**config.mk**
```make
export PLATFORM = sky130hd
export DESIGN_NAME = ps2_keycode_rx_flat
export DESIGN_NICKNAME = d
export VERILOG_FILES = /design/src/rtl/ps2_keycode_rx_pkg.sv /design/src/rtl/ps2_keycode_rx_if.sv /design/src/rtl/ps2_to_hid.sv /design/src/rtl/ps2_keycode_rx.sv /design/src/flat_wrapper.sv
export SDC_FILE = /design/constraint.sdc
export NUM_CORES = 1
export LEC_CHECK = 0
export CAP_MARGIN = 20
export CORE_UTILIZATION = 31
export CTS_BUF_LIST = sky130_fd_sc_hd__clkbuf_2
export CTS_CLUSTER_DIAMETER = 40
export CTS_CLUSTER_SIZE = 10
export DETAILED_ROUTE_END_ITERATION = 10
export GPL_TIMING_DRIVEN = 0
export HOLD_SLACK_MARGIN = 0.12
export PLACE_DENSITY = 0.55
export SETUP_SLACK_MARGIN = 0.15
export SYNTH_ARGS = -nofsm -noshare
export SYNTH_HDL_FRONTEND = slang
export SYNTH_SLANG_ARGS = --single-unit
export TNS_END_PERCENT = 100
```
**constraint.sdc**
```tcl
create_clock -name Clk -period 2.7 [get_ports Clk]
set_input_delay 0.54 -clock Clk [delete_from_list [all_inputs] [get_ports Clk]]
set_output_delay 0.54 -clock Clk [all_outputs]
set_load 0.01 [all_outputs]
```
**src/rtl/ps2_keycode_rx_pkg.sv**
```systemverilog
// Shared types and constants for the PS/2 keyboard receiver: frame/decoder states,
// scan-code prefixes and the HID codes produced by the key map.
package ps2_keycode_rx_pkg;

   typedef enum logic [1:0] {IDLE, DATA, PARITY, STOP} frame_state_t;
   typedef enum logic [1:0] {NORM, GOT_E0, GOT_F0, GOT_E0F0} dec_state_t;

   localparam logic [7:0] SC_PREFIX_E0 = 8'hE0;
   localparam logic [7:0] SC_BREAK_F0  = 8'hF0;

   // Set-2 make codes of the keys the game uses
   localparam logic [7:0] SC_A     = 8'h1C;
   localparam logic [7:0] SC_D     = 8'h23;
   localparam logic [7:0] SC_W     = 8'h1D;
   localparam logic [7:0] SC_S     = 8'h1B;
   localparam logic [7:0] SC_SPACE = 8'h29;
   localparam logic [7:0] SC_ENTER = 8'h5A;
   localparam logic [7:0] SC_ESC   = 8'h76;

   localparam logic [7:0] HID_NONE  = 8'h00;
   localparam logic [7:0] HID_A     = 8'h04;
   localparam logic [7:0] HID_D     = 8'h07;
   localparam logic [7:0] HID_W     = 8'h1A;
   localparam logic [7:0] HID_S     = 8'h16;
   localparam logic [7:0] HID_SPACE = 8'h2C;
   localparam logic [7:0] HID_ENTER = 8'h28;
   localparam logic [7:0] HID_ESC   = 8'h29;

endpackage

```
**src/rtl/ps2_keycode_rx_if.sv**
```systemverilog
// Keyboard-side pins plus decoded outputs of the PS/2 receiver.
// master drives the PS/2 lines, slave is the receiver.
interface ps2_keycode_rx_if;
   logic       ps2_clk;
   logic       ps2_data;
   logic [7:0] keycode;
   logic [7:0] rx_byte;
   logic       rx_strobe;
   logic       ext;
   logic       frame_err;

   modport master (
      output ps2_clk, ps2_data,
      input  keycode, rx_byte, rx_strobe, ext, frame_err
   );

   modport slave (
      input  ps2_clk, ps2_data,
      output keycode, rx_byte, rx_strobe, ext, frame_err
   );
endinterface

```
**src/rtl/ps2_to_hid.sv**
```systemverilog
// Combinational set-2 scan code to USB-HID usage map; unknown codes give 0x00.
module ps2_to_hid
   import ps2_keycode_rx_pkg::*;
(
   input  logic [7:0] scan,
   output logic [7:0] hid
);
   always_comb begin
      hid = HID_NONE;
      case (scan)
         SC_A:     hid = HID_A;
         SC_D:     hid = HID_D;
         SC_W:     hid = HID_W;
         SC_S:     hid = HID_S;
         SC_SPACE: hid = HID_SPACE;
         SC_ENTER: hid = HID_ENTER;
         SC_ESC:   hid = HID_ESC;
         default:  hid = HID_NONE;
      endcase
   end
endmodule

```
**src/rtl/ps2_keycode_rx.sv**
```systemverilog
// PS/2 keyboard receiver: synchronize and deglitch the lines, deframe 11-bit frames,
// and track the currently held key as a HID keycode.
module ps2_keycode_rx
   import ps2_keycode_rx_pkg::*;
#(
   parameter int FILTER_LEN  = 8,
   parameter int TIMEOUT_CYC = 50000
)(
   input  logic           Clk,
   input  logic           Reset,
   ps2_keycode_rx_if.slave bus
);
   localparam int FCW = $clog2(FILTER_LEN + 1);
   localparam int TW  = $clog2(TIMEOUT_CYC + 1);

   // bit 0: ps2_clk, bit 1: ps2_data; idle level of both lines is high
   logic [1:0] raw_in;
   logic [1:0] sync_in;
   assign raw_in = {bus.ps2_data, bus.ps2_clk};

   for (genvar gi = 0; gi < 2; gi++) begin : g_sync
      logic meta_reg;
      logic sync_reg;
      always_ff @(posedge Clk or posedge Reset) begin
         if (Reset) begin
            meta_reg <= 1'b1;
            sync_reg <= 1'b1;
         end else begin
            meta_reg <= raw_in[gi];
            sync_reg <= meta_reg;
         end
      end
      assign sync_in[gi] = sync_reg;
   end

   logic clk_sync;
   logic data_sync;
   assign clk_sync  = sync_in[0];
   assign data_sync = sync_in[1];

   logic [FCW-1:0] filt_cnt_reg;
   logic           filt_reg;
   logic           flip;
   logic           fall;

   // The filtered level flips on the FILTER_LEN-th consecutive differing sample
   assign flip = (clk_sync != filt_reg) && (filt_cnt_reg == FCW'(FILTER_LEN - 1));
   assign fall = flip && filt_reg;

   always_ff @(posedge Clk or posedge Reset) begin
      if (Reset) begin
         filt_cnt_reg <= '0;
         filt_reg     <= 1'b1;
      end else if (clk_sync == filt_reg) begin
         filt_cnt_reg <= '0;
      end else if (flip) begin
         filt_cnt_reg <= '0;
         filt_reg     <= clk_sync;
      end else begin
         filt_cnt_reg <= filt_cnt_reg + FCW'(1);
      end
   end

   frame_state_t state_reg, state_next;
   logic [2:0]   bit_cnt_reg, bit_cnt_next;
   logic [7:0]   shift_reg, shift_next;
   logic         par_reg, par_next;
   logic [TW-1:0] tout_reg, tout_next;
   logic [7:0]   rx_byte_reg, rx_byte_next;
   logic         rx_strobe_reg, rx_strobe_next;
   logic         frame_err_reg, frame_err_next;

   always_ff @(posedge Clk or posedge Reset) begin
      if (Reset) begin
         state_reg     <= IDLE;
         bit_cnt_reg   <= '0;
         shift_reg     <= '0;
         par_reg       <= 1'b0;
         tout_reg      <= '0;
         rx_byte_reg   <= '0;
         rx_strobe_reg <= 1'b0;
         frame_err_reg <= 1'b0;
      end else begin
         state_reg     <= state_next;
         bit_cnt_reg   <= bit_cnt_next;
         shift_reg     <= shift_next;
         par_reg       <= par_next;
         tout_reg      <= tout_next;
         rx_byte_reg   <= rx_byte_next;
         rx_strobe_reg <= rx_strobe_next;
         frame_err_reg <= frame_err_next;
      end
   end

   always_comb begin
      state_next     = state_reg;
      bit_cnt_next   = bit_cnt_reg;
      shift_next     = shift_reg;
      par_next       = par_reg;
      rx_byte_next   = rx_byte_reg;
      rx_strobe_next = 1'b0;
      frame_err_next = 1'b0;
      tout_next      = (state_reg == IDLE || fall) ? '0 : tout_reg + TW'(1);

      case (state_reg)
         IDLE: begin
            if (fall && !data_sync) begin
               state_next   = DATA;
               bit_cnt_next = '0;
            end
         end
         DATA: begin
            if (fall) begin
               shift_next   = {data_sync, shift_reg[7:1]};
               bit_cnt_next = bit_cnt_reg + 3'd1;
               if (bit_cnt_reg == 3'd7) state_next = PARITY;
            end
         end
         PARITY: begin
            if (fall) begin
               par_next   = data_sync;
               state_next = STOP;
            end
         end
         STOP: begin
            if (fall) begin
               state_next = IDLE;
               if (data_sync && (^{shift_reg, par_reg})) begin
                  rx_byte_next   = shift_reg;
                  rx_strobe_next = 1'b1;
               end else begin
                  frame_err_next = 1'b1;
               end
            end
         end
         default: state_next = IDLE;
      endcase

      // A stalled frame is abandoned; partial data is overwritten by the next frame
      if (state_reg != IDLE && !fall && tout_reg == TW'(TIMEOUT_CYC - 1)) begin
         state_next     = IDLE;
         frame_err_next = 1'b1;
      end
   end

   logic [7:0] hid;
   ps2_to_hid u_map (
      .scan (rx_byte_reg),
      .hid  (hid)
   );

   dec_state_t dec_reg, dec_next;
   logic [7:0] keycode_reg, keycode_next;
   logic       ext_reg, ext_next;

   always_ff @(posedge Clk or posedge Reset) begin
      if (Reset) begin
         dec_reg     <= NORM;
         keycode_reg <= HID_NONE;
         ext_reg     <= 1'b0;
      end else begin
         dec_reg     <= dec_next;
         keycode_reg <= keycode_next;
         ext_reg     <= ext_next;
      end
   end

   always_comb begin
      dec_next     = dec_reg;
      keycode_next = keycode_reg;
      ext_next     = ext_reg;
      if (rx_strobe_reg) begin
         case (dec_reg)
            NORM, GOT_E0: begin
               if (rx_byte_reg == SC_PREFIX_E0) begin
                  dec_next = GOT_E0;
               end else if (rx_byte_reg == SC_BREAK_F0) begin
                  dec_next = (dec_reg == GOT_E0) ? GOT_E0F0 : GOT_F0;
               end else begin
                  dec_next = NORM;
                  if (hid != HID_NONE) begin
                     keycode_next = hid;
                     ext_next     = (dec_reg == GOT_E0);
                  end
               end
            end
            default: begin
               // Only the release of the held key (same prefix) clears it
               dec_next = NORM;
               if (hid == keycode_reg && ext_reg == (dec_reg == GOT_E0F0)) begin
                  keycode_next = HID_NONE;
                  ext_next     = 1'b0;
               end
            end
         endcase
      end
   end

   assign bus.keycode   = keycode_reg;
   assign bus.rx_byte   = rx_byte_reg;
   assign bus.rx_strobe = rx_strobe_reg;
   assign bus.ext       = ext_reg;
   assign bus.frame_err = frame_err_reg;

endmodule

```
**src/flat_wrapper.sv**
```systemverilog
// flat-port wrapper written by rule: the top's interface ports become plain ports
module ps2_keycode_rx_flat import ps2_keycode_rx_pkg::*;
#(
   parameter int FILTER_LEN  = 8,
   parameter int TIMEOUT_CYC = 50000
)
  (Clk, Reset, bus_ps2_clk, bus_ps2_data, bus_keycode, bus_rx_byte, bus_rx_strobe, bus_ext, bus_frame_err);
  ps2_keycode_rx_if bus_i ();
  input  logic Clk;
  input  logic Reset;
  input wire logic [$bits(bus_i.ps2_clk)-1:0] bus_ps2_clk;
  input wire logic [$bits(bus_i.ps2_data)-1:0] bus_ps2_data;
  output wire logic [$bits(bus_i.keycode)-1:0] bus_keycode;
  output wire logic [$bits(bus_i.rx_byte)-1:0] bus_rx_byte;
  output wire logic [$bits(bus_i.rx_strobe)-1:0] bus_rx_strobe;
  output wire logic [$bits(bus_i.ext)-1:0] bus_ext;
  output wire logic [$bits(bus_i.frame_err)-1:0] bus_frame_err;
  assign bus_i.ps2_clk = bus_ps2_clk;
  assign bus_i.ps2_data = bus_ps2_data;
  assign bus_keycode = bus_i.keycode;
  assign bus_rx_byte = bus_i.rx_byte;
  assign bus_rx_strobe = bus_i.rx_strobe;
  assign bus_ext = bus_i.ext;
  assign bus_frame_err = bus_i.frame_err;
  ps2_keycode_rx #(.FILTER_LEN(FILTER_LEN), .TIMEOUT_CYC(TIMEOUT_CYC)) u_core (.Clk(Clk), .Reset(Reset), .bus(bus_i));
endmodule
```
# [Word level (Yosys, flattened, before mapping)]
# Index checks and enable logic that the tools add are counted.
[word_totals] register_bits=60 inputBits=4
[classes] add_sub_neg=3 n_eq_ne=31 n_mux=35 bitwise_logic=1 reduce_logical=25
[ops] cell="6-bit one-hot mux with 7 select lines" n=1
[ops] cell="8-bit 2-to-1 mux" n=5
[ops] cell="8-bit by 5-bit equality test with 1-bit output, second input constant" n=3
[ops] cell="2-bit 2-to-1 mux" n=9
[ops] cell="16-bit by 1-bit adder with 16-bit output, second input constant" n=1
[ops] cell="16-bit equality test, second input constant" n=1
[ops] cell="8-bit by 6-bit equality test with 1-bit output, second input constant" n=2
[ops] cell="8-bit by 7-bit equality test with 1-bit output, second input constant" n=2
[ops] cell="8-bit equality test, second input constant" n=2
[ops] cell="16-bit 2-to-1 mux" n=1
[ops] cell="1-bit 2-to-1 mux" n=13
[ops] cell="3-bit by 1-bit inequality test with 1-bit output, second input constant" n=4
[ops] cell="5-bit AND reduction" n=2
[ops] cell="9-bit XOR reduction" n=1
[ops] cell="6-bit by 8-bit equality test with 1-bit output" n=1
[ops] cell="4-bit 2-to-1 mux" n=2
[ops] cell="2-bit one-hot mux with 4 select lines" n=1
[ops] cell="8-bit nonzero test" n=1
[ops] cell="1-bit logical AND" n=7
[ops] cell="2-bit equality test, second input constant" n=3
[ops] cell="3-bit 2-to-1 mux" n=2
[ops] cell="2-bit inequality test, second input constant" n=3
[ops] cell="3-bit one-hot mux with 2 select lines" n=1
[ops] cell="2-bit AND reduction" n=3
[ops] cell="16 further kinds" n=24

# [Depth between registers and ports, before layout]
# Gate-level depths: netlist of run 1.
[depth] depth_word=8 mapped_depth=8 mapped_depth_nobuf=7

# [Cells and area by module]
# A second synthesis of run 1 with hierarchy kept.
[hier_totals] hier_cells=275 hier_area_um2=3057.9
[by_module_without_submodules] mod="ps2_keycode_rx" n_inst=1 cells_each=240 area_each_um2=2845.2 seq_area_each_um2=1507.7
[by_module_without_submodules] mod="ps2_to_hid" n_inst=1 cells_each=35 area_each_um2=212.7 seq_area_each_um2=0.0

# [Least setup slack after synthesis of run 1]
# Ideal clock, no wire load.
[synth_path] kind="register to register" start="reg u_core.rx_byte_reg[6] (netlist: u_core.bus.rx_byte[6])" end="reg u_core.keycode_reg[2] (netlist: u_core.bus.keycode[2])" arrival_ns=2.176 required_time_ns=2.558 path_slack_ns=0.382 stages_incl_launch_ff=8 path_buffers=1 period_less_slack_ns=2.318 path_cell_list="dfrtp_1 -> buf_6 -> or3b_1 -> nor3_1 -> xor2_1 -> or4b_4 -> nor4_4 -> o22ai_1"
[synth_between] elab_chain_cells=6 word_cells_on_any_way=22 cone_classes="eq/ne (13); mux (5); reduce/logical (4)"
[synth_rtl] element="from (decl)" line_no="ps2_keycode_rx.sv:69" rtl="logic [7:0] rx_byte_reg, rx_byte_next;"
[synth_rtl] element="from (signal assigned)" line_no="ps2_keycode_rx.sv:89" rtl="rx_byte_reg <= rx_byte_next;"
[synth_rtl] element="8-bit by 7-bit equality test with 1-bit output, or another cell as far along" line_no="ps2_to_hid.sv:10" rtl="case (scan)"
[synth_rtl] element="6-bit one-hot mux with 7 select lines" line_no="ps2_to_hid.sv:10"
[synth_rtl] element="6-bit by 8-bit equality test with 1-bit output or 8-bit 2-to-1 mux (tied branches)" line_no="ps2_keycode_rx.sv:190, ps2_keycode_rx.sv:181"
[synth_rtl] element="1-bit logical AND or 8-bit 2-to-1 mux (tied branches)" line_no="ps2_keycode_rx.sv:190, ps2_keycode_rx.sv:177"
[synth_rtl] element="2-bit nonzero test (no source line) or 8-bit 2-to-1 mux (tied branches)"
[synth_rtl] element="5-bit AND reduction (no source line) or 8-bit 2-to-1 mux (tied branches)"
[synth_rtl] element="to (signal assigned)" line_no="ps2_keycode_rx.sv:163" rtl="keycode_reg <= keycode_next;"
[synth_rtl] element="to (decl)" line_no="ps2_keycode_rx.sv:153" rtl="logic [7:0] keycode_reg, keycode_next;"
# Several ways; a longest one is shown, not always the timed one. The select of a mux whose other input is x is not followed.
# A chain may end at the register's enable or synchronous reset.

# [Worst setup path after layout of run 1]
[layout_path] start="reg u_core.rx_byte_reg[6] (netlist: u_core.bus.rx_byte[6])" end="reg u_core.keycode_reg[5] (netlist: u_core.bus.keycode[5])"
# The elaborated chain is that of the path after synthesis.

==> results.md, run 1 <==
- Buffer type at the clock tree root: sky130_fd_sc_hd__clkbuf_2
- Maximum level of the CTS H-tree: 3
- Slowest stage delay, CP: 0.51 ns
- Placer Congestion: 0.780
- WP data arrival: 2.84 ns
- Final routed wire length divided by cell count: 13.4 µm
- Initial standard-cell utilization of the core: 0.325
- Total Neg Setup Slack: 0 ns
- Final setup skew: 0.0274 ns
- Critical-path top delay cell: sky130_fd_sc_hd__or4b_4
- CP Depth: 7
- Post-synth top cells: sky130_fd_sc_hd__dfrtp_1, sky130_fd_sc_hd__nor2_1, sky130_fd_sc_hd__mux2_2
- TritonCTS buffer count: 9
- Worst hold slack: 0.370 ns
- Wire length of the first global-routing pass: 11.3 mm
- Measured slew at the worst slew-check pin: 0.491 ns
- Sequential fraction of the synthesis area: 0.450
- RR Startpoint: u_core.bus.rx_byte[6]
- Horizontal die dimension: 104 µm
- Category of cells accounting for the largest share of critical-path delay: simple AND/OR/NAND/NOR gates
- DRC violation total after the first TritonRoute iteration: 74
- Setup slack on the worst flop-to-flop path: 0.22 ns
- Synth Flop Type: sky130_fd_sc_hd__dfrtp_1
- Most frequent cell after synthesis: sky130_fd_sc_hd__dfrtp_1
- Overflow left after global routing: 0
- Detail Route Antenna Nets: 0
- Sequential cell area: 1460 µm²
- Startpoint-to-endpoint class of the critical path: reg2reg
- Overall die height: 104 µm
- Normalized max-slew margin: 0.670
- R2r worst-path depth: 7
- Share of synthesized registers carrying an async set or reset: 1.00
- Post-Syn Area per Cell: 10.7 µm²
- F_max: 404 MHz
- Final Routed Wirelength: 6.39 mm
- Element type at the critical path start: register
- Fin. Hold Viols: 0
- Final worst-path cycle share: 0.917
- Distinct cell type count after synthesis: 58
- Final Max Tran Viols: 0
- Area share of the leading cell type in the synthesized netlist: 0.409
- Crit-path cells: buf_6 > or3b_1 > nor3_2 > xor2_1 > or4b_4 > nor4_4 > o22ai_1
- Area leader, netlist: sky130_fd_sc_hd__dfrtp_1
- Worst setup EP type: register
- Multi-input gate area in the final layout: 1660 µm²
- Number of storage elements in the synthesis netlist: 58
- Max Fanout on Critical Path: 10
- Flip-flop count of the largest register after layout: 16
- Synthesized area: 3240 µm²
- Quantity of I/O buffers inserted on ports: 20
- Synthesized instance count: 303
- Reported max-cap violation count: 0
- Setup repair after global routing missed its margin: yes
- Clock edge transition at the registers on the reported setup and hold paths: 0.19 ns
- Launching instance or port of the critical path: u_core.bus.rx_byte[6]
- Bufs on Longest Clock Path: 2
- Hold bufs inserted after CTS: 0
- Leakage power: 1.58 nW
- Class of the tightest hold or removal check: in2async
- Largest net degree at the start of global routing: 39
- Main area contributors after synthesis: sky130_fd_sc_hd__dfrtp_1, sky130_fd_sc_hd__mux2_2, sky130_fd_sc_hd__xnor2_1, sky130_fd_sc_hd__dfstp_2, sky130_fd_sc_hd__ha_1
- Number of synthesized flops with an enable pin: 0
- Setup crit end: u_core.bus.keycode[5]
- Worst flop-to-flop path endpoint: u_core.bus.keycode[5]
- Power density cells: 415 nW/µm²
- Fill cell instance count of the final layout: 989
- Nets: 351
- Number of global-route vias before repair: 2362
- Rows: 36
- Area grow syn2layout: 16.5%
- Outcome: completed
- Post-route DRC: 0
- Clock tree sinks: 58
- Shortest period the worst path allows: 2.48 ns
- Sum of internal, switching and leakage power: 1.57 mW
- Worst supply voltage drop on vdd: 0.431 mV
- Total I/O pin count: 23
- Number of vias per cell after detailed routing: 4.84
- Final setup viols: 0
- TritonCTS clock tree: built
- Yosys synthesis warning count: 0
- Number of diodes: 0
- Area of the die: 10900 µm²
- Endpoint required time on the critical path: 3.06 ns
- Antenna violations before repair: 0
- Routed via count: 2309
- HPWL after detailed placement: 4.44 mm
- Fraction of layout instances using a drive strength above 1: 0.218
- Worst-skew pair later-pin latency: 0.48 ns
- Overall Global Routing Usage: 0.130
- Number of optimization iterations in the first detailed-route pass: 4
- Share of the core filled with cells in the final layout: 0.379
- Crit path buf inv count: 1
- Placeable Area: 9950 µm²
==> where the power goes <==
group	switching [mW]	total [mW]	leakage (nW)	internal (mW)
Combinational	0.0482	0.0911	0.719	0.0429
Clock	0.335	0.553	0.0681	0.218
Sequential	0.0204	0.924	0.791	0.904
Total	0.403	1.57	1.58	1.17
==> per-layer routing <==
metal  routed length, µm  GRT usage
met2                3100      0.216
met3                 220     0.0382
met4                  59     0.0367
met1                3010      0.164
met5                   0          0
==> metrics by stage <==
stage	cells	setup WS (ns)	cell area (µm²)
detailed placement	458	0.185	3630
global placement	457	-0.372	3610
global route	477	0.125	3770
floorplan	304	0.382	3240
finish	477	0.224	3770
CTS	474	0.222	3750
==> timing repair <==
action | 4_1_cts | 5_1_grt
endpoints found under the setup margin | 2 | 13
setup buffers | 0 | 3
pin swaps | 0 | 1
endpoints found under the hold margin | 0 | 0
resized for setup | 1 | 2
==> kinds of logic after synthesis <==
group | synth area share
muxes | 0.0757
other | 0.00116
DFF | 0.450
adders and majority gates | 0.0309
buffers and inverters | 0.0402
and+or+nand+nor | 0.233
xor gates and xnor gates | 0.0757
AOI/OAI and AO/OA | 0.0939
==> worst register-to-register path, delay by kind of cell, from the launching register on <==
family,cells,cell delay [ns]
flip-flops,1,0.45
AO/OA/AOI/OAI,1,0.16
XOR/XNOR,1,0.10
AND/OR/NAND/NOR,4,1.50
buffers and inverters,1,0.16
==> cells in the final DEF, fill, tap and decap left out, drive strengths merged, types with 4 or more instances in the layout <==
cell type,netlist,final
a21oi,8,8
and3,6,6
buf,9,14
clkbuf,4,13
clkdlybuf4s50,0,20
dfrtp,53,53
dfstp,5,5
ha,8,8
inv,9,9
mux2,20,20
nand2,14,14
nand2b,5,5
nand3,16,16
nor2,25,25
nor2b,5,5
nor3,7,7
nor3b,4,4
nor4b,8,8
o21ai,17,17
o22ai,7,7
xnor2,18,18
xor2,10,10
==> how the worst min path moves through the flow <==
| stage | start | end | slack [ns] |
|---|---|---|---|
| final | Reset | u_core.bus.frame_err | 0.37 |
| after global routing | Reset | u_core.bus.frame_err | 0.35 |
| after CTS | Reset | u_core.bus.frame_err | 0.34 |
| after detailed placement | u_core.g_sync[1].meta_reg | u_core.data_sync | 0.35 |
| after global placement | u_core.g_sync[0].meta_reg | u_core.clk_sync | 0.35 |
| after floorplan | u_core.g_sync[0].meta_reg | u_core.clk_sync | 0.35 |
==> area by class of cell <==
class / instances / area share
Tap cell: 133 / 0.0441
Inverter: 9 / 0.00895
Buffer: 13 / 0.0255
Timing Repair Buffer: 24 / 0.0643
Multi-Input combinational cell: 224 / 0.440
Clock inverter: 6 / 0.0179
Clock buffer: 10 / 0.0133
Sequential cell: 58 / 0.386
No activity file was read; power rests on OpenSTA's default activity.
==> run 2: changes to the inputs <==
--- a/config.mk
+++ b/config.mk
@@ -12,8 +12,8 @@
 export CTS_CLUSTER_SIZE = 10
 export DETAILED_ROUTE_END_ITERATION = 10
 export GPL_TIMING_DRIVEN = 0
-export HOLD_SLACK_MARGIN = 0.12
-export PLACE_DENSITY = 0.55
+export HOLD_SLACK_MARGIN = 0.05
+export PLACE_DENSITY = 0.57
 export SETUP_SLACK_MARGIN = 0.15
 export SYNTH_ARGS = -nofsm -noshare
 export SYNTH_HDL_FRONTEND = slang
==> constraint.sdc (replaced) <==
create_clock -name Clk -period 2.1 [get_ports Clk]
set_input_delay 0.42 -clock Clk [delete_from_list [all_inputs] [get_ports Clk]]
set_output_delay 0.42 -clock Clk [all_outputs]
set_load 0.01 [all_outputs]
==> results.md, run 2 (same netlist as run 1, synthesis figures left out) <==
- Outcome: finished with violations
- Failing checks: negative setup slack
- Element type at the critical path start: register
- Commonest cells after routing, fill and taps aside: sky130_fd_sc_hd__dfrtp_1, sky130_fd_sc_hd__buf_4, sky130_fd_sc_hd__nor2_1, sky130_fd_sc_hd__mux2_2, sky130_fd_sc_hd__xnor2_1
- Fin. Hold Viols: 0 (unchanged)
- WP data arrival: 2.64 ns (-0.20 ns)
- Nets: 384 (+9.4%)
- Normalized max-slew margin: 0.561 (-0.110)
- Maximum level of the CTS H-tree: 3 (unchanged)
- TritonCTS clock tree: built
- Overall die height: 104 µm (unchanged)
- Startpoint-to-endpoint class of the critical path: reg2reg
- Antenna violations before repair: 0 (unchanged)
- Slowest stage delay, CP: 0.43 ns (-0.08 ns)
- Final Routed Wirelength: 6.84 mm (+7.0%)
- Worst setup EP type: register
- Quantity of I/O buffers inserted on ports: 20 (unchanged)
- Wire length of the first global-routing pass: 11.5 mm (+1.9%)
- Crit-path cells: buf_8 > buf_6 > nor4b_4 > and3_4 > nor3_2 > a211o_1 > nor4_4 > buf_6 > o22ai_2
- Leakage power: 1.98 nW (+26%)
- Class of the tightest hold or removal check: in2reg
- Clock edge transition at the registers on the reported setup and hold paths: 0.17 ns (-0.02 ns)
- Setup slack at placement: -0.311 ns (-0.496 ns)
- Measured slew at the worst slew-check pin: 0.658 ns (+0.167 ns)
- Overall Global Routing Usage: 0.132 (+0.00157)
- Cell area after placement: 3640 µm² (+0.38%)
- Final cell count without fillers: 510 (+6.9%)
- Initial standard-cell utilization of the core: 0.325 (unchanged)
- Most frequent standard cell in the layout excluding fill and tap cells: sky130_fd_sc_hd__dfrtp_1
- Bufs on Longest Clock Path: 2 (unchanged)
- Overflow left after global routing: 0 (unchanged)
- Category of cells accounting for the largest share of critical-path delay: simple AND/OR/NAND/NOR gates
- Critical-path top delay cell: sky130_fd_sc_hd__dfrtp_1
- Flip-flop count of the largest register after layout: 16 (unchanged)
- Total I/O pin count: 23 (unchanged)
- Detail Route Antenna Nets: 0 (unchanged)
- Worst-skew pair later-pin latency: 0.47 ns (about the same)
- Sum of internal, switching and leakage power: 2.26 mW (+44%)
- Worst supply voltage drop on vdd: 0.527 mV (+22%)
- Number of vias per cell after detailed routing: 4.85 (about the same)
- Clock tree sinks: 58 (unchanged)
- Number of global-route vias before repair: 2414 (+2.2%)
- Routed via count: 2471 (+7.0%)
- Number of optimization iterations in the first detailed-route pass: 6 (+2)
- Horizontal die dimension: 104 µm (unchanged)
- Final setup skew: 0.0262 ns (-0.00115 ns)
- Largest net degree at the start of global routing: 32 (-18%)
- Crit path buf inv count: 3 (+2)
- Design Area, Final: 4300 µm² (+14%)
- Fraction of layout instances using a drive strength above 1: 0.358 (+0.140)
- Reported max-cap violation count: 0 (unchanged)
- Total Neg Setup Slack: -1.05 ns (-1.05 ns)
- Power density cells: 526 nW/µm² (+27%)
- HPWL after detailed placement: 4.39 mm (-1.0%)
- DRC violation total after the first TritonRoute iteration: 61 (-18%)
- Max Fanout on Critical Path: 6 (-4)
- Setup repair after global routing missed its margin: yes
- Area grow syn2layout: 32.7%
- Final routed wire length divided by cell count: 13.4 µm (+0.11%)
- TritonCTS buffer count: 9 (unchanged)
- Shortest period the worst path allows: 2.27 ns (-0.210 ns)
- Final worst-path cycle share: 1.08 (+0.162)
- F_max: 441 MHz (+9.2%)
- Final WS setup: -0.166 ns (-0.390 ns)
- Final Max Tran Viols: 0 (unchanged)
- Buffer type at the clock tree root: sky130_fd_sc_hd__clkbuf_2
- Area of the die: 10900 µm² (unchanged)
- Placer Congestion: 0.802 (+2.8%)
- Post-route DRC: 0 (unchanged)
- Worst path most repeated cell: sky130_fd_sc_hd__buf_6
- Endpoint required time on the critical path: 2.47 ns (-0.59 ns)
- Placed Cells: 458 (unchanged)
- Final setup viols: 7 (+7)
- Hold bufs inserted after CTS: 0 (unchanged)
- Placeable Area: 9950 µm² (unchanged)
- Rows: 36 (unchanged)
- Number of diodes: 0 (unchanged)
## run 2: changes by cell type in the layout (fill, tap and decap cells not counted), moves of 4 or more
cell                              previous run  this run
sky130_fd_sc_hd__dfrtp_1                    53        49
sky130_fd_sc_hd__o22ai_2                     0         4
sky130_fd_sc_hd__clkdlybuf4s50_1            20        10
sky130_fd_sc_hd__dfrtp_2                     0         4
sky130_fd_sc_hd__o22ai_1                     7         3
sky130_fd_sc_hd__buf_6                       2         6
sky130_fd_sc_hd__buf_4                       8        36
sky130_fd_sc_hd__dlygate4sd2_1               0         4
sky130_fd_sc_hd__dlymetal6s2s_1              0         6
## run 2: final timing paths
path / start / endpoint / slack (ns) / depth (start not counted)
max in group asynchronous: Reset / u_core.bus.rx_strobe / 1.14 / 3
min reg2reg: u_core.g_sync[1].meta_reg / u_core.data_sync / 0.37 / 0
min: bus_ps2_data / u_core.g_sync[1].meta_reg / 0.33 / 1
max reg2reg: u_core.bus.rx_byte[7] / u_core.bus.keycode[1] / -0.17 / 9
min in group asynchronous: Reset / u_core.bus.ext / 0.34 / 2
max: u_core.bus.rx_byte[7] / u_core.bus.keycode[1] / -0.17 / 9
## run 2: metal layers
layer	vias to the layer above	GRT usage	part of all wire
met5	-	0	0
met4	0	0.0439	0.014
met3	7	0.0395	0.039
met2	45	0.209	0.47
met1	1201	0.171	0.47
li1	1218	-	-
## run 2: final cells by class
class                      count  area [µm²]
timing repair buffer          58         544
inverter                       9        33.8
fill                         971        5660
multi-input combinational    224        1830
tap                          133         166
buffer                        12         108
clock buffer                   9        45.0
clock inverter                 7         108
sequential                    58        1460
## run 2: what timing repair did
item                                    4_1_cts  5_1_grt
endpoints found under the setup margin       44       48
gates resized for setup                      29       27
setup buffers                                20       17
pin swaps                                    11       13
endpoints found under the hold margin         0        0
## run 2: worst register-to-register path, cell delays in order (launching register included)
cell                      delay, ns
sky130_fd_sc_hd__dfrtp_1       0.43
sky130_fd_sc_hd__buf_8         0.14
sky130_fd_sc_hd__buf_6         0.11
sky130_fd_sc_hd__nor4b_4       0.32
sky130_fd_sc_hd__and3_4        0.24
sky130_fd_sc_hd__nor3_2        0.04
sky130_fd_sc_hd__a211o_1       0.36
sky130_fd_sc_hd__nor4_4        0.30
sky130_fd_sc_hd__buf_6         0.17
sky130_fd_sc_hd__o22ai_2       0.07
## run 2: where the power goes
group,switching (mW),leakage [nW],internal [mW]
sequential,0.0356,0.784,1.16
combinational,0.0700,1.11,0.0846
clock,0.406,0.0907,0.503
total,0.512,1.98,1.75
## run 2: metrics by stage
step            util  hold WS (ns)
3_5_place_dp   0.366         0.347
3_3_place_gp   0.364         0.346
2_1_floorplan      -         0.345
5_1_grt        0.432         0.266
4_1_cts        0.406         0.269
6_report       0.432         0.335
==> run 3: changes to the inputs <==
--- a/config.mk
+++ b/config.mk
@@ -17,5 +17,6 @@
 export SETUP_SLACK_MARGIN = 0.15
 export SYNTH_ARGS = -nofsm -noshare
 export SYNTH_HDL_FRONTEND = slang
+export SYNTH_HIERARCHICAL = 1
 export SYNTH_SLANG_ARGS = --single-unit
 export TNS_END_PERCENT = 100
==> results.md, run 3 <==
- Class of the tightest hold or removal check: in2async
- Outcome: finished with violations
- Element type at the critical path start: register
- Sum of internal, switching and leakage power: 2.70 mW (+19%)
- Crit-path cells: or2_4 > or4_4 > o21ai_4 > xor2_1 > nor4_2 > nand4_1 > o21ai_4 > buf_4 > mux2_2
- Crit path buf inv count: 1 (-2)
- Worst supply voltage drop on vdd: 0.511 mV (-3.1%)
- Clock edge transition at the registers on the reported setup and hold paths: 0.21 ns (+0.04 ns)
- Worst flop-to-flop path endpoint: u_core/bus.keycode[1]
- Antenna violations before repair: 0 (unchanged)
- TritonCTS buffer count: 9 (unchanged)
- Final routed wire length divided by cell count: 13.5 µm (+0.90%)
- Rows: 35 (-2.8%)
- Endpoint required time on the critical path: 2.52 ns (+0.05 ns)
- F_max: 408 MHz (-7.6%)
- Fill cell instance count of the final layout: 900 (-7.3%)
- Yosys synthesis warning count: 6 (+6)
- Worst-skew pair later-pin latency: 0.50 ns (+0.03 ns)
- Setup repair after global routing missed its margin: yes
- Startpoint-to-endpoint class of the critical path: reg2reg
- Launching instance or port of the critical path: u_core/bus.rx_byte[5]
- Final setup skew: 0.0367 ns (+0.0105 ns)
- Final WS setup: -0.352 ns (-0.186 ns)
- Number of storage elements in the synthesis netlist: 60 (+3.4%)
- Detail Route Antenna Nets: 0 (unchanged)
- Flip-flop count of the largest register after layout: 16 (unchanged)
- Main area contributors after synthesis: sky130_fd_sc_hd__dfrtp_1, sky130_fd_sc_hd__mux2_2, sky130_fd_sc_hd__xnor2_1, sky130_fd_sc_hd__dfstp_2, sky130_fd_sc_hd__ha_1
- Share of the core filled with cells in the final layout: 0.434 (+0.00201)
- Total I/O pin count: 23 (unchanged)
- Number of diodes: 0 (unchanged)
- Reported max-cap violation count: 0 (unchanged)
- Setup crit end: u_core/bus.keycode[1]
- Hold bufs inserted after CTS: 0 (unchanged)
- Worst hold slack: 0.221 ns (-0.114 ns)
- Post-route DRC: 0 (unchanged)
- Fin. Hold Viols: 0 (unchanged)
- Power density cells: 661 nW/µm² (+26%)
- Area of the die: 10300 µm² (-5.5%)
- Worst setup EP type: register
- Overall Global Routing Usage: 0.131 (-0.000387)
- Slowest stage delay, CP: 0.50 ns (+0.07 ns)
- Synthesized instance count: 275 (-9.2%)
- Final setup viols: 9 (+2)
- Routed via count: 2318 (-6.2%)
- Number of global-route vias before repair: 2247 (-6.9%)
- Post-Syn Area per Cell: 11.1 µm² (+4.0%)
- Clock tree sinks: 60 (+3.4%)
- Nets: 358 (-6.8%)
- Final Max Tran Viols: 0 (unchanged)
- Category of cells accounting for the largest share of critical-path delay: simple AND/OR/NAND/NOR gates
- Most frequent cell after synthesis: sky130_fd_sc_hd__dfrtp_1
- Initial standard-cell utilization of the core: 0.325 (-0.000631)
- HPWL after detailed placement: 3.87 mm (-12%)
- TritonCTS clock tree: built
- Multi-input gate area in the final layout: 1680 µm² (-8.2%)
- Horizontal die dimension: 101 µm (-2.8%)
- Shortest period the worst path allows: 2.45 ns (+0.186 ns)
- Share of synthesized registers carrying an async set or reset: 1.00 (unchanged)
- Maximum level of the CTS H-tree: 3 (unchanged)
- Worst path most repeated cell: sky130_fd_sc_hd__o21ai_4
- Final Routed Wirelength: 6.48 mm (-5.2%)
- Failing checks: negative setup slack
- Fraction of layout instances using a drive strength above 1: 0.349 (-0.00952)
- Area share of the leading cell type in the synthesized netlist: 0.450 (+0.0407)
- Sequential fraction of the synthesis area: 0.493 (+0.0431)
- Area leader, netlist: sky130_fd_sc_hd__dfrtp_1
- WP data arrival: 2.87 ns (+0.23 ns)
- Overall die height: 101 µm (-2.8%)
- Synthesized area: 3060 µm² (-5.6%)
- Max Fanout on Critical Path: 4 (-2)
- Distinct cell type count after synthesis: 49 (-16%)
- Largest net degree at the start of global routing: 41 (+28%)
- Leakage power: 2.15 nW (+8.6%)
- Setup slack on the worst flop-to-flop path: -0.35 ns (-0.19 ns)
- Most frequent standard cell in the layout excluding fill and tap cells: sky130_fd_sc_hd__dfrtp_1
- Number of synthesized flops with an enable pin: 0 (unchanged)
- RR Startpoint: u_core/bus.rx_byte[5]
- Critical-path top delay cell: sky130_fd_sc_hd__or4_4
- Synth Flop Type: sky130_fd_sc_hd__dfrtp_1
- CP Depth: 9 (unchanged)
- Commonest cells after routing, fill and taps aside: sky130_fd_sc_hd__dfrtp_1, sky130_fd_sc_hd__buf_4, sky130_fd_sc_hd__mux2_2, sky130_fd_sc_hd__nor2_1, sky130_fd_sc_hd__xnor2_1
- R2r worst-path depth: 9 (unchanged)
- Buffer type at the clock tree root: sky130_fd_sc_hd__clkbuf_2
- Final worst-path cycle share: 1.17 (+0.0884)
- Number of optimization iterations in the first detailed-route pass: 4 (-2)
- Wire length of the first global-routing pass: 10.3 mm (-11%)
- Placeable Area: 9420 µm² (-5.4%)
- Post-synth top cells: sky130_fd_sc_hd__dfrtp_1, sky130_fd_sc_hd__mux2_2, sky130_fd_sc_hd__nor2_1
- Sequential cell area: 1520 µm² (+3.8%)
- Placer Congestion: 0.794 (-1.1%)
- Area grow syn2layout: 33.6%
- Overflow left after global routing: 0 (unchanged)
- Bufs on Longest Clock Path: 2 (unchanged)
- Quantity of I/O buffers inserted on ports: 22 (+10%)
- Number of vias per cell after detailed routing: 4.84 (-0.12%)
- DRC violation total after the first TritonRoute iteration: 67 (+9.8%)
run 3: cell count changes after synthesis, moves of 4 or more:
| cell | previous run | this run |
|---|---|---|
| sky130_fd_sc_hd__and3_1 | 6 | 1 |
| sky130_fd_sc_hd__o22ai_1 | 7 | 1 |
| sky130_fd_sc_hd__nor2b_1 | 5 | 14 |
| sky130_fd_sc_hd__nand4_1 | 2 | 9 |
| sky130_fd_sc_hd__nor2_1 | 25 | 18 |
| sky130_fd_sc_hd__o21ai_0 | 15 | 10 |
| sky130_fd_sc_hd__nand2b_1 | 5 | 1 |
| sky130_fd_sc_hd__mux2_2 | 20 | 28 |
| sky130_fd_sc_hd__nand3_1 | 16 | 9 |
run 3: through the flow:
stage / TNS, ns / area (µm²) / instances / setup slack (ns)
detailed placement: -6.09 / 3480 / 428 / -0.679
finish: -2.96 / 4090 / 479 / -0.352
global placement: -58.71 / 3460 / 427 / -1.11
global route: -4.16 / 4090 / 479 / -0.488
CTS: -3.95 / 3840 / 469 / -0.459
floorplan: -2.85 / 3080 / 276 / -0.317
run 3: metal layers:
layer  wire length, µm  vias up  track usage  part of all wire
met4                55        0       0.0468            0.0085
met3               273        8       0.0531             0.042
met1              2930     1143        0.154              0.45
met5                 0        -            0                 0
met2              3230       49        0.217              0.50
li1                  -     1118            -                 -
run 3: worst register-to-register path, delay by kind of cell, from the launching register on:
| family | cells | cell delay [ns] |
|---|---|---|
| xor gates and xnor gates | 1 | 0.10 |
| muxes | 1 | 0.33 |
| AOI/OAI and AO/OA | 2 | 0.27 |
| DFF | 1 | 0.46 |
| buffers and inverters | 1 | 0.16 |
| and+or+nand+nor | 4 | 1.08 |
run 3: worst min path at each step:
stage	start	endpoint	slack (ns)
floorplan	u_core/g_sync[0].meta_reg	u_core/clk_sync	0.35
global placement	u_core/g_sync[0].meta_reg	u_core/clk_sync	0.35
detailed placement	u_core/g_sync[0].meta_reg	u_core/clk_sync	0.35
CTS	Reset	u_core/bus.keycode[0]	0.20
global route	Reset	u_core/bus.keycode[7]	0.19
finish	Reset	u_core/bus.keycode[5]	0.22
run 3: what timing repair did:
action	CTS	global route
cloned	1	1
endpoints found under the setup margin	46	55
pin swaps	5	9
buffers inserted	24	9
gates resized for setup	22	55
run 3: report_power, final:
group	switching [mW]	leakage (nW)	total, mW	internal (mW)
combinational	0.322	1.28	0.538	0.216
sequential	0.0709	0.797	1.32	1.25
clock	0.454	0.0732	0.842	0.388
total	0.847	2.15	2.70	1.85
run 3: kinds of logic (layout without fill, tap and decap cells):
logic type      count (synthesis)  after routing  share of synthesized area
simple gates                   96             98                      0.176
flops                          60             60                      0.493
compound gates                 37             37                     0.0782
xor+xnor                       29             29                     0.0900
mux                            28             28                      0.103
buf+inv                        15             87                     0.0213
fa+ha+maj                       9              9                     0.0368
other cells                     1              2                    0.00123
run 3: area by class of cell:
class | count | share of cell area
sequential | 60 | 0.372
inverter | 9 | 0.00827
clock inverter | 7 | 0.0224
buffer | 6 | 0.00949
clock buffer | 9 | 0.0110
timing repair buffer | 56 | 0.126
multi-input combinational | 203 | 0.412
tap | 129 | 0.0395
